File: src/rtl/cpu_types_pkg.sv
// cpu_types_pkg
// Shared CPU types. This slice holds the instruction cache definitions:
//   ICACHE_SETS     default number of frames in the instruction cache
//   ICACHE_IDX_W    index width derived from ICACHE_SETS
//   ICACHE_TAG_W    tag width derived from ICACHE_SETS (addr[31:2+IDX_W])
//   icache_state_t  miss-handling FSM states
//   icache_frame_t  one cache frame {valid, tag, data}
//   icache_tag()    extracts the tag field of a byte address
package cpu_types_pkg;

  localparam int ICACHE_SETS  = 16;
  localparam int ICACHE_IDX_W = $clog2(ICACHE_SETS);
  localparam int ICACHE_TAG_W = 30 - ICACHE_IDX_W;

  typedef enum logic {
    IDLE,
    FETCH
  } icache_state_t;

  typedef struct packed {
    logic                    valid;
    logic [ICACHE_TAG_W-1:0] tag;
    logic [31:0]             data;
  } icache_frame_t;

  // Tag is everything above the word offset and the index. The result is
  // sized to the frame's tag field, so a cache built with more frames than
  // ICACHE_SETS just carries leading zeros in the stored tag.
  function automatic logic [ICACHE_TAG_W-1:0] icache_tag(input logic [31:0] addr,
                                                         input int         idx_w);
    return ICACHE_TAG_W'(addr >> (2 + idx_w));
  endfunction

endpackage

File: src/rtl/icache_frames.sv
// icache_frames
// Frame storage for the direct-mapped instruction cache: SETS frames of
// {valid, tag, data}, one synchronous write port, one combinational read port
// and a global invalidate that clears only the valid bits.
// Ports:
//   CLK     clock, rising edge
//   nRST    synchronous active-low reset, clears every field of every frame
//   inv     clear all valid bits this edge (tag/data untouched)
//   wen     write wframe into frame widx this edge
//   widx    write index
//   wframe  frame contents to write
//   ridx    read index
//   rframe  frame at ridx, combinational
module icache_frames
  import cpu_types_pkg::*;
#(
  parameter int SETS = ICACHE_SETS,
  localparam int IDX_W = $clog2(SETS)
) (
  input  logic             CLK,
  input  logic             nRST,
  input  logic             inv,
  input  logic             wen,
  input  logic [IDX_W-1:0] widx,
  input  icache_frame_t    wframe,
  input  logic [IDX_W-1:0] ridx,
  output icache_frame_t    rframe
);

  icache_frame_t frames [SETS];

  // Invalidate beats a write in the same cycle; the controller never asks for
  // both at once, but the frame array stays safe even if it did.
  always_ff @(posedge CLK) begin
    if (!nRST) begin
      for (int i = 0; i < SETS; i++) begin
        frames[i] <= '0;
      end
    end else if (inv) begin
      for (int i = 0; i < SETS; i++) begin
        frames[i].valid <= 1'b0;
      end
    end else if (wen) begin
      frames[widx] <= wframe;
    end
  end

  assign rframe = frames[ridx];

endmodule

File: src/rtl/icache_responder.sv
// icache_responder
// Direct-mapped, read-only instruction cache with one 32-bit word per frame.
// Hits return data in the same cycle; misses stall the datapath (ihit=0)
// while a two-state FSM fetches the word from the memory controller.
// Optional feature macro: ICACHE_STATS_EN adds saturating hit/miss counters.
// Ports:
//   CLK, nRST             clock and synchronous active-low reset
//   imemREN, imemaddr     fetch request from the datapath
//   ihit, imemload        fetch data valid / instruction (0 when no hit)
//   iREN, iaddr           fill request to the memory controller
//   iwait, iload          memory busy flag / fill data
//   inv                   invalidate all frames, aborts an in-flight fill
//   hit_count, miss_count statistics (ICACHE_STATS_EN only)
module icache_responder
  import cpu_types_pkg::*;
#(
  parameter int SETS = ICACHE_SETS,
  localparam int IDX_W = $clog2(SETS)
) (
  input  logic        CLK,
  input  logic        nRST,
  input  logic        imemREN,
  input  logic [31:0] imemaddr,
  output logic        ihit,
  output logic [31:0] imemload,
  output logic        iREN,
  output logic [31:0] iaddr,
  input  logic        iwait,
  input  logic [31:0] iload,
  input  logic        inv
`ifdef ICACHE_STATS_EN
  ,
  output logic [31:0] hit_count,
  output logic [31:0] miss_count
`endif
);

  icache_state_t    state, next_state;
  logic [31:0]      miss_addr;
  logic             miss_start;
  logic             fill_wen;
  logic             hit;
  logic [IDX_W-1:0] req_idx;
  icache_frame_t    rd_frame;
  icache_frame_t    fill_frame;

  assign req_idx = imemaddr[1+IDX_W:2];

  icache_frames #(
    .SETS(SETS)
  ) u_frames (
    .CLK   (CLK),
    .nRST  (nRST),
    .inv   (inv),
    .wen   (fill_wen),
    .widx  (miss_addr[1+IDX_W:2]),
    .wframe(fill_frame),
    .ridx  (req_idx),
    .rframe(rd_frame)
  );

  // A hit is only reported from IDLE, and inv masks it so the datapath never
  // consumes a word from a frame that is being invalidated this edge.
  assign hit = (state == IDLE) && imemREN && !inv && rd_frame.valid
               && (rd_frame.tag == icache_tag(imemaddr, IDX_W));

  assign ihit     = hit;
  assign imemload = hit ? rd_frame.data : 32'h0;
  assign iREN     = (state == FETCH);
  assign iaddr    = iREN ? miss_addr : 32'h0;

  assign fill_frame.valid = 1'b1;
  assign fill_frame.tag   = icache_tag(miss_addr, IDX_W);
  assign fill_frame.data  = iload;

  // State register; reset abandons any fill in flight.
  always_ff @(posedge CLK) begin
    if (!nRST) begin
      state <= IDLE;
    end else begin
      state <= next_state;
    end
  end

  // Next-state logic. In FETCH, inv is checked before iwait so a word that
  // arrives in the same cycle as an invalidate is dropped, not written.
  always_comb begin
    next_state = state;
    miss_start = 1'b0;
    fill_wen   = 1'b0;
    case (state)
      IDLE: begin
        if (!inv && imemREN && !hit) begin
          next_state = FETCH;
          miss_start = 1'b1;
        end
      end
      FETCH: begin
        if (inv) begin
          next_state = IDLE;
        end else if (!iwait) begin
          fill_wen   = 1'b1;
          next_state = IDLE;
        end
      end
    endcase
  end

  // The miss address is latched once at FETCH entry so the datapath may move
  // imemaddr freely while the fill is outstanding.
  always_ff @(posedge CLK) begin
    if (!nRST) begin
      miss_addr <= 32'h0;
    end else if (miss_start) begin
      miss_addr <= {imemaddr[31:2], 2'b00};
    end
  end

`ifdef ICACHE_STATS_EN
  // Saturating statistics; only reset clears them, inv leaves them alone.
  always_ff @(posedge CLK) begin
    if (!nRST) begin
      hit_count  <= 32'h0;
      miss_count <= 32'h0;
    end else begin
      if (hit && (hit_count != 32'hFFFF_FFFF)) begin
        hit_count <= hit_count + 32'd1;
      end
      if (miss_start && (miss_count != 32'hFFFF_FFFF)) begin
        miss_count <= miss_count + 32'd1;
      end
    end
  end
`endif

endmodule

File: config.mk
export PLATFORM = sky130hd
export DESIGN_NAME = icache_responder
export DESIGN_NICKNAME = d
export VERILOG_FILES = /design/src/rtl/cpu_types_pkg.sv /design/src/rtl/icache_frames.sv /design/src/rtl/icache_responder.sv
export SDC_FILE = /design/constraint.sdc
export NUM_CORES = 1
export LEC_CHECK = 0
export CORE_MARGIN = 3
export CORE_UTILIZATION = 52
export DETAILED_ROUTE_END_ITERATION = 8
export HOLD_SLACK_MARGIN = 0.15
export PLACE_DENSITY = 0.69
export SKIP_CTS_REPAIR_TIMING = 1
export SYNTH_ARGS = -nofsm -noshare
export SYNTH_HDL_FRONTEND = slang
export SYNTH_SLANG_ARGS = --single-unit
File: constraint.sdc
create_clock -name CLK -period 9.25 [get_ports CLK]
set_input_delay 2.775 -clock CLK [delete_from_list [all_inputs] [get_ports CLK]]
set_output_delay 2.775 -clock CLK [all_outputs]
set_load 0.005 [all_outputs]
==> impl_results.md <==
* Outcome: finished, final reports clean
* Die height at around 300 um
* Yosys cell types at a little under 60
* Vias in the first global route at between 20000 and 30000
* Final count of pins violating max slew at 0
* H-Tree Depth at 3
* Fmax at between 100 and 150 MHz
* Post-synth EDFFs at between 900 and 1000
* CTS clk-pin slew, worst paths at ~0.06 ns
* Worst Path Arrival at around 6.4 ns
* I/O pins at 135
* Reg-to-reg endpoint: miss_addr[25]
* Largest net degree at the start of global routing at roughly 110
* Mapped Avg Cell Area at 15.05 um^2
* Tightest Pin Transition at roughly 1.2 ns
* Clk buf depth at 3
* Worst vdd ir at between 0.15 and 0.2 mV
* Worst Setup End Kind: primary output
* Setup_tns at 0 ns
* GR Overflow Total at 0
* Iteration-0 DRC Markers at between 3000 and 4000
* Yosys warns at 0
* Port Buffers at between 100 and 150
* Ranking of synthesized cells by area: edfxtp_1, and2_1, mux4_2, dfxtp_1, clkbuf_1
* First-pass GRT wire length at 184.9 mm
* Total CTS buffers at around 100
* Register area share after synthesis at 63.60%
* Worst hold stages at 1
* Worst reg2reg startpoint: u_frames.frames[8][46]
* Comb power frac at under 10%
* Min-Delay Startpoint: u_frames.frames[10][58]
* Hold Path Sink: u_frames.frames[10][58]
* Worst Clk Skew at approximately 0.024 ns
* Worst Path Class, Setup: in2out
* Final nets at 3153
* Post-synth top cells: and2_1, edfxtp_1, mux4_2, clkbuf_1, mux2i_1
* WL final at approximately 130 mm
* Util after Layout at about three fifths
* Synth Register Bits at around 980
* Leakage at about 19 nW
* Cell Rows at 107
* Tcrit/Tclk final at between 90% and 100%
* Total GRT Usage at 28.42%
* Layout cell share with drive strength beyond 1 at 18.17%
* CTS sink cnt at between 900 and 1000
* CTS tree: done
* Die X at ~300 um
* DRT Pass-1 Iters at 7
* Clock power frac at 41.3%
* Initial antenna violation count at 15
* Most common cell in the netlist: and2_1
* Top FF cell, synth: edfxtp_1
* CTS root buffer: clkbuf_16
* PD cells at between 150 and 200 nW/um^2
* Final Hold Fails at 0
* CP startpoint kind: input pin
* Syn Std Cell Area at about 45000 um^2
* Multi-input gate area at 15530 um^2
* Worst path required time at between 6 and 7 ns
* Placed insts at ~4100
* Max_cap viols at 0
* DR DRC count at 0
* Dominant cell type by area after synthesis: edfxtp_1
* Post-route antenna net violation count at 0
* Final Setup Violations at 0
* Post-layout min period at between 9 and 10 ns
* Vias at between 20000 and 30000
* Initial Util at 52.78%
* Vias per std cell at 6.261
* Final Non-Filler Cells at ~4300
* Worst reg-to-reg path cell count at 9
* Fillers at 6354
* Register Area at ~29000 um^2
* Slew HR at between 10% and 20%
* Synthesized instance count at approximately 3000
* Hold WC Path Type: reg2reg
* Worst R2R Setup Slack at roughly 4.9 ns
* Routed WL per cell at about 30 um
* Layout area overhead at 13.77%
* Core box area at approximately 86000 um^2
* Sw Ratio at around 22%
* Sequential Power Share at ~52%
* Post-DP HPWL at ~68 mm
* Routability Congestion at slightly above 0.9
* Internal power at about 7.6 mW
* Synth top area share at 61.53%
* Max FO, Critical Path at 37
* Ys async rst share at 0%
* Psw at roughly 2.2 mW
* Worst skew pair latency at approximately 0.66 ns
* Die footprint at 90680 um^2
## stage by stage
stage	setup WS, ns	instance area, um^2	power (mW)	hold WS [ns]
after floorplan	0.8573	45300	5.544	0.4211
after global placement	0.01458	48140	5.808	0.4276
after detailed placement	0.04379	48140	5.829	0.4395
after CTS	0.008403	51420	9.824	0.4534
after global routing	-0.05891	51520	10.06	0.4610
final	0.04638	51530	9.790	0.4479
## worst max-delay path, stage by stage
cell and delay (ns):
buf_8 0.31, buf_4 0.22, mux4_2 0.49, mux2i_1 0.24, xnor2_1 0.13, a21oi_1 0.34
nand4b_1 0.20, nor4_2 0.44, nand4_1 0.14, buf_4 0.20, buf_12 0.18, nor2b_1 0.18
clkdlybuf4s50_1 0.53
## registers in the layout, indices dropped and copies added (netlist names)
| signal | cells |
|---|---|
| u_frames.frames | 944 |
| miss_addr | 30 |
| iREN | 1 |
## cells in the final DEF (no fill, tap or decap), drive strengths merged, types with 3 or more instances in the layout
| master | synthesis | routed |
|---|---|---|
| buf | 61 | 121 |
| nand2 | 53 | 53 |
| inv | 6 | 8 |
| mux2 | 5 | 5 |
| nand2b | 11 | 11 |
| a21o | 17 | 17 |
| clkinv | 2 | 46 |
| xnor2 | 18 | 18 |
| edfxtp | 928 | 928 |
| o2111ai | 3 | 3 |
| nand3 | 40 | 40 |
| dfxtp | 47 | 47 |
| a21oi | 36 | 36 |
| nor3b | 3 | 3 |
| bufinv | 0 | 10 |
| o21ai | 47 | 47 |
| xor2 | 10 | 10 |
| and2 | 963 | 963 |
| nor2b | 39 | 39 |
| a221o | 4 | 4 |
| nor4 | 4 | 4 |
| clkdlybuf4s50 | 0 | 125 |
| nand4 | 6 | 6 |
| diode | 0 | 3 |
| or4b | 3 | 3 |
| clkbuf | 217 | 129 |
| or4 | 32 | 32 |
| mux2i | 68 | 68 |
| mux4 | 257 | 257 |
| nor3 | 9 | 9 |
| and3 | 33 | 33 |
| nor2 | 52 | 52 |
| a221oi | 5 | 5 |
## worst max path at each step
stage / start / end / slack [ns] / cells past startpoint
2_1_floorplan: imemaddr[5] / imemload[10] / 0.86 / 12
3_5_place_dp: imemaddr[2] / imemload[8] / 0.04 / 12
3_3_place_gp: imemaddr[4] / imemload[20] / 0.01 / 12
5_1_grt: imemaddr[4] / imemload[19] / -0.06 / 13
6_report: imemaddr[4] / imemload[19] / 0.05 / 13
4_1_cts: imemaddr[2] / imemload[19] / 0.008 / 13
## cells by family after synthesis
family	Yosys count	share of synthesized area (%)
muxes	330	14.41
buffers and inverters	286	2.785
AOI/OAI and AO/OA	132	1.843
and+or+nand+nor	1257	16.81
other	1	0.008280
xor gates and xnor gates	28	0.5414
DFF	975	63.60
## metal layers
layer	share of wire, %	vias up	GRT usage [%]
li1	-	11224	-
met1	38	13772	39.97
met2	47	1720	45.51
met3	11	271	4.758
met4	3.2	4	9.645
met5	0.028	-	0
## layout make-up
| class | count | share of cell area (%) |
|---|---|---|
| sequential | 975 | 55.91 |
| multi-input combinational | 1749 | 30.13 |
| clock buffer | 127 | 5.294 |
| timing repair buffer | 248 | 4.735 |
| tap | 1144 | 2.778 |
| clock inverter | 57 | 1.073 |
| inverter | 8 | 0.06313 |
| antenna | 3 | 0.01457 |
## power groups by stage
stage | clock [mW] | combinational [mW] | sequential, mW
6_report | 4.04 | 0.694 | 5.05
5_1_grt | 4.27 | 0.727 | 5.07
4_1_cts | 4.08 | 0.687 | 5.05
3_5_place_dp | 0 | 0.684 | 5.14
3_3_place_gp | 0 | 0.678 | 5.13
2_1_floorplan | 0 | 0.428 | 5.12
Power figures use the tool's default switching activity.
